**config.mk**
```make
export PLATFORM = sky130hd
export DESIGN_NAME = out_port_alloc
export DESIGN_NICKNAME = d
export VERILOG_FILES = /design/src/rtl/noc_pkg.sv /design/src/rtl/rr_pick.sv /design/src/rtl/out_port_alloc.sv
export SDC_FILE = /design/constraint.sdc
export NUM_CORES = 1
export LEC_CHECK = 0
export CORE_UTILIZATION = 60
export CTS_BUF_LIST = sky130_fd_sc_hd__clkbuf_8
export CTS_CLUSTER_DIAMETER = 150
export DETAILED_ROUTE_END_ITERATION = 12
export PLACE_DENSITY_LB_ADDON = 0.15
export SYNTH_ARGS = -nofsm -noshare
export SYNTH_HDL_FRONTEND = slang
export SYNTH_SLANG_ARGS = --single-unit
```
**constraint.sdc**
```tcl
create_clock -name clk -period 8.21 [get_ports clk]
set_input_delay 0.821 -clock clk [delete_from_list [all_inputs] [get_ports clk]]
set_output_delay 0.821 -clock clk [all_outputs]
set_load 0.05 [all_outputs]
```
**src/rtl/noc_pkg.sv**
```systemverilog
// Shared NoC router types: input-port indices, the "no grant" index code and
// the output-allocator state encoding.
package noc_pkg;

  typedef enum logic [2:0] {
    PORT_N = 3'd0,
    PORT_S = 3'd1,
    PORT_E = 3'd2,
    PORT_W = 3'd3,
    PORT_L = 3'd4
  } port_e;

  localparam logic [2:0] NO_GRANT = 3'b111;

  typedef enum logic {
    IDLE   = 1'b0,
    LOCKED = 1'b1
  } alloc_state_t;

endpackage

```
**src/rtl/rr_pick.sv**
```systemverilog
// Combinational round-robin picker. Searches last_i+1, last_i+2, ... modulo
// NUM_PORTS and returns the first requester as a one-hot vector plus its index
// (NO_GRANT when nothing requests). Shared with the virtual-channel allocator.
module rr_pick
  import noc_pkg::*;
#(
  parameter int NUM_PORTS = 5
) (
  input  logic [NUM_PORTS-1:0] req_i,
  input  logic [2:0]           last_i,
  output logic [NUM_PORTS-1:0] gnt_o,
  output logic [2:0]           gnt_idx_o
);

  logic [2:0] cand;
  logic       found;

  // Walk the ports in priority order starting just after the last winner.
  always_comb begin
    gnt_o     = '0;
    gnt_idx_o = NO_GRANT;
    found     = 1'b0;
    cand      = '0;
    for (int k = 1; k <= NUM_PORTS; k++) begin
      cand = 3'((int'(last_i) + k) % NUM_PORTS);
      if (!found && req_i[cand]) begin
        found       = 1'b1;
        gnt_o[cand] = 1'b1;
        gnt_idx_o   = cand;
      end
    end
  end

endmodule

```
**src/rtl/out_port_alloc.sv**
```systemverilog
// Per-output wormhole allocator: round-robin arbitration among inputs, grant
// locked from head to tail flit, every transfer gated on downstream credits.
// Optional feature: define OUT_ALLOC_CREDIT_CHECK_EN to build the sticky
// credit-protocol error flag; otherwise credit_err_o is tied low.
module out_port_alloc
  import noc_pkg::*;
#(
  parameter int NUM_PORTS    = 5,
  parameter int CREDIT_DEPTH = 4,
  parameter int CW           = $clog2(CREDIT_DEPTH + 1)
) (
  input  logic                 clk,
  input  logic                 rst,
  input  logic [NUM_PORTS-1:0] req_i,
  input  logic [NUM_PORTS-1:0] tail_i,
  input  logic                 credit_return_i,
  output logic [NUM_PORTS-1:0] grant_o,
  output logic [2:0]           grant_idx_o,
  output logic                 locked_o,
  output logic [CW-1:0]        credits_o,
  output logic                 credit_err_o
);

  localparam logic [CW-1:0] CRED_FULL = CW'(CREDIT_DEPTH);
  localparam logic [CW-1:0] CRED_ONE  = CW'(1);

  alloc_state_t         fsm_q, fsm_d;
  logic [2:0]           owner_q, owner_d;
  logic [2:0]           rr_ptr_q, rr_ptr_d;
  logic [CW-1:0]        credits_q, credits_d;

  logic [NUM_PORTS-1:0] pick_gnt;
  logic [2:0]           pick_idx;
  logic [NUM_PORTS-1:0] owner_oh;
  logic                 has_credit;
  logic [NUM_PORTS-1:0] grant;
  logic [2:0]           grant_idx;
  logic                 xfer;

  rr_pick #(
    .NUM_PORTS (NUM_PORTS)
  ) u_rr_pick (
    .req_i     (req_i),
    .last_i    (rr_ptr_q),
    .gnt_o     (pick_gnt),
    .gnt_idx_o (pick_idx)
  );

  assign owner_oh   = NUM_PORTS'(1) << owner_q;
  assign has_credit = (credits_q != '0);
  assign xfer       = |grant;

  // Zero-latency grant: arbitration winner when idle, the owner when locked.
  always_comb begin
    grant     = '0;
    grant_idx = NO_GRANT;
    if (has_credit) begin
      if (fsm_q == IDLE) begin
        grant     = pick_gnt;
        grant_idx = pick_idx;
      end else if (req_i[owner_q]) begin
        grant     = owner_oh;
        grant_idx = owner_q;
      end
    end
  end

  // Lock on a non-tail head, release on the owner's tail, move the RR pointer.
  always_comb begin
    fsm_d    = fsm_q;
    owner_d  = owner_q;
    rr_ptr_d = rr_ptr_q;
    if (xfer) begin
      if (fsm_q == IDLE) begin
        if (tail_i[pick_idx]) begin
          rr_ptr_d = pick_idx;
        end else begin
          fsm_d   = LOCKED;
          owner_d = pick_idx;
        end
      end else if (tail_i[owner_q]) begin
        fsm_d    = IDLE;
        rr_ptr_d = owner_q;
      end
    end
  end

  // Credit count: spend on transfer, refill on return, saturate at full.
  always_comb begin
    credits_d = credits_q;
    unique case ({xfer, credit_return_i})
      2'b10:   credits_d = credits_q - CRED_ONE;
      2'b01:   if (credits_q != CRED_FULL) credits_d = credits_q + CRED_ONE;
      default: credits_d = credits_q;
    endcase
  end

  // Allocator state registers.
  always_ff @(posedge clk) begin
    if (!rst) begin
      fsm_q     <= IDLE;
      owner_q   <= 3'(PORT_N);
      rr_ptr_q  <= 3'(NUM_PORTS - 1);
      credits_q <= CRED_FULL;
    end else begin
      fsm_q     <= fsm_d;
      owner_q   <= owner_d;
      rr_ptr_q  <= rr_ptr_d;
      credits_q <= credits_d;
    end
  end

`ifdef OUT_ALLOC_CREDIT_CHECK_EN
  logic err_q, err_d;
  logic other_req;

  // Flag a return into a full counter, or a tail marked on a bubbling owner
  // while another input is waiting.
  always_comb begin
    other_req = |(req_i & ~owner_oh);
    err_d     = err_q;
    if (credit_return_i && (credits_q == CRED_FULL) && !xfer) err_d = 1'b1;
    if ((fsm_q == LOCKED) && other_req && tail_i[owner_q] && !req_i[owner_q]) err_d = 1'b1;
  end

  // Sticky error flag, cleared only by reset.
  always_ff @(posedge clk) begin
    if (!rst) err_q <= 1'b0;
    else      err_q <= err_d;
  end

  assign credit_err_o = err_q;
`else
  assign credit_err_o = 1'b0;
`endif

  assign grant_o     = grant;
  assign grant_idx_o = grant_idx;
  assign locked_o    = (fsm_q == LOCKED);
  assign credits_o   = credits_q;

endmodule

```
==> impl_metrics.tcl <==
set metrics [dict create \
    holdWs_ns 0.551 \
    required_ns 7.39 \
    die_h_um 75.2 \
    rsz0062_at_grt "no" \
    vias_per_cell 7.01 \
    tns_ns 0 \
    cts_tree "done" \
    cts_htree_levels 1 \
    hold_path_class "reg -> reg" \
    synth_seq_area_share_pct 6.22 \
    core_area_um2 5140 \
    cts_inserted_buffers 3 \
    yosysTopAreaCellShare_pct 8.55 \
    wire_per_inst_um 18.9 \
    clock_latency_ns 0.23 \
    ff_latch_area_um2 200 \
    start_util_pct 62.6 \
    drv_slew 0 \
    avgSynthCellArea_um2 7.18 \
    final_nets 491 \
    worst_pin_slew_ns 0.944 \
    syn_nets 484 \
    port-buffer-count 24 \
    period_needed_ns 7.21 \
    ant_nets 0 \
    clock_skew_ns 0.00470 \
    ys.warnings.count 0 \
    syn_inst 448 \
    dpl.hpwl_um 7460 \
    netlist_area_um2 3220 \
    max-cap-violations 0 \
    status "finished, final reports clean" \
    grt_pass1_vias 3206 \
    routed-via-count 3668 \
    ys.flop_type "dfxtp_1" \
    grt_pass1_wl_um 15100 \
    final_util_pct 67.9 \
    critPathKind "reg -> out" \
    grt.overflow.total 0 \
    area_growth_pct 8.51 \
    path_clk_slew_ns 0.05 \
    setup_violations 0 \
    arrival_ns 6.39 \
    cts_root_buf "clkbuf_8" \
    rrSetupSlack_ns 1.75 \
    cts_max_path_buffers 2 \
    end_kind "output port" \
    synthArstFlopShare_pct 0 \
    cp-start-kind "register" \
    die_x_um 75.2 \
    dr.pass1.iters 5 \
    rows 26 \
    clkSinkCount 10 \
    drt_iter0_markers 547 \
    yosys.area.top_type "ha_1" \
    die_area_um2 5660 \
    wl_um 9900 \
    grt_use_total_pct 34.8 \
    cts_hold_buf 0 \
    synth_area_leaders "ha_1 (8.6%), dfxtp_1 (6.2%), a21oi_1 (5.3%), mux2i_1 (5.0%), o21ai_0 (3.7%)" \
    place.gp.congestion 0.957 \
    min_delay_path_depth 2 \
    synth_enable_flop_cells 0 \
    fmax_ghz 0.139 \
    crit_fanout 20 \
    placedCellCount 520 \
    grt_max_degree 31 \
    multi_input_area_um2 2790 \
    fillers 483 \
    post_cts_resized 0 \
    drcViolationCount 0 \
    reg2reg_depth 23 \
    drive_gt1_share_pct 9.93 \
    post-cts-setup-buffers 0 \
    synth.ff_latch_count 10 \
    io_pins 26 \
    synth.distinct_cells 87 \
    antenna_found_initial 0 \
    fin_crit_sh_pct 87.9 \
    instances_no_fill 523 \
    hold_viol 0 \
    relSlewSlack_pct 36.3 \
    n_antenna_cell 0 \
]
-- worst paths after layout --
kind / to / from
worst min register to register: credits_o[1] / credits_o[1]
worst max register to register: credits_o[2] / rr_ptr_q[1]
worst max-delay path: grant_idx_o[2] / rr_ptr_q[1]
worst min-delay path: credits_o[1] / credits_o[1]
-- Yosys cell counts, types with 4 or more instances --
cell        n
inv_1      19
and3b_1     6
nor4b_1     5
nor3_1     18
a22oi_1     4
nand2b_1    9
nor4_1      7
a31oi_1     5
a21oi_1    34
nor2_1     22
nand2_1    31
and2_1      7
nor2b_1     7
o211ai_1    8
o21ai_0    24
xnor2_1    10
a211o_1     4
and3_1      6
mux2i_1    16
clkbuf_1   14
o22ai_1     5
o2111ai_1   5
or2_2       4
o31ai_1     5
a211oi_1    8
dfxtp_1    10
a21o_1      7
ha_1       22
nand3_1    23
buf_2       7
o21a_1      7
-- sequential cells by signal, summed over array words and instances, names as in the netlist --
register   count
rr_ptr_q       3
credits_o      3
locked_o       1
owner_q        3
-- routing by layer --
layer	GRT usage (%)	vias to the layer above	wire [um]
met2	59.1	190	4570
met3	4.15	37	824
met5	0	-	0
li1	-	1722	-
met1	45.9	1719	4230
met4	11.1	0	275
-- worst max-delay path, stage by stage, from the launching register on --
cell and delay [ns]:
dfxtp_1 0.49, ha_1 0.63, xnor2_1 0.29, inv_1 0.16
ha_1 0.27, o31ai_1 0.31, o31a_1 0.25, xnor2_1 0.31
ha_1 0.45, nand2b_1 0.09, nand3_1 0.12, nor4b_1 0.22
o21ai_0 0.13, o211ai_1 0.26, or2_1 0.25, nor4_1 0.09
o31a_1 0.32, or4_4 0.61, inv_4 0.11, clkdlybuf4s50_1 0.80
-- stage by stage --
stage	setup WS, ns	area, um^2
after floorplan	2.11	3220
after global placement	1.55	3450
after detailed placement	1.35	3450
after CTS	1.09	3490
after global routing	0.528	3490
final	0.997	3490
-- layout make-up --
type,instances,area share [%]
clock buffers,3,1.18
multi-input cells,386,80.0
inverters,26,2.87
well taps,70,2.51
repair buffers,28,7.74
flip-flops and latches,10,5.73
-- cell usage in the layout, fill, tap and decap left out, types with 10 or more instances in the layout --
cell / synthesis / layout
a21oi_1: 34 / 34
clkdlybuf4s50_1: 0 / 24
dfxtp_1: 10 / 10
ha_1: 22 / 22
inv_1: 19 / 19
mux2i_1: 16 / 16
nand2_1: 31 / 31
nand3_1: 23 / 23
nor2_1: 22 / 22
nor3_1: 18 / 18
o21ai_0: 24 / 24
xnor2_1: 10 / 10
-- cell families after synthesis --
kind of cell	synth area share [%]
simple gates	29.5
compound gates	37.2
buf+inv	7.00
fa+ha+maj	9.18
mux	7.54
xor+xnor	3.23
flops	6.22
other cells	0.117
Power is left out: the tool's default activity adds up to more than one toggle a clock period on the data nets, which glitch-free logic cannot reach.
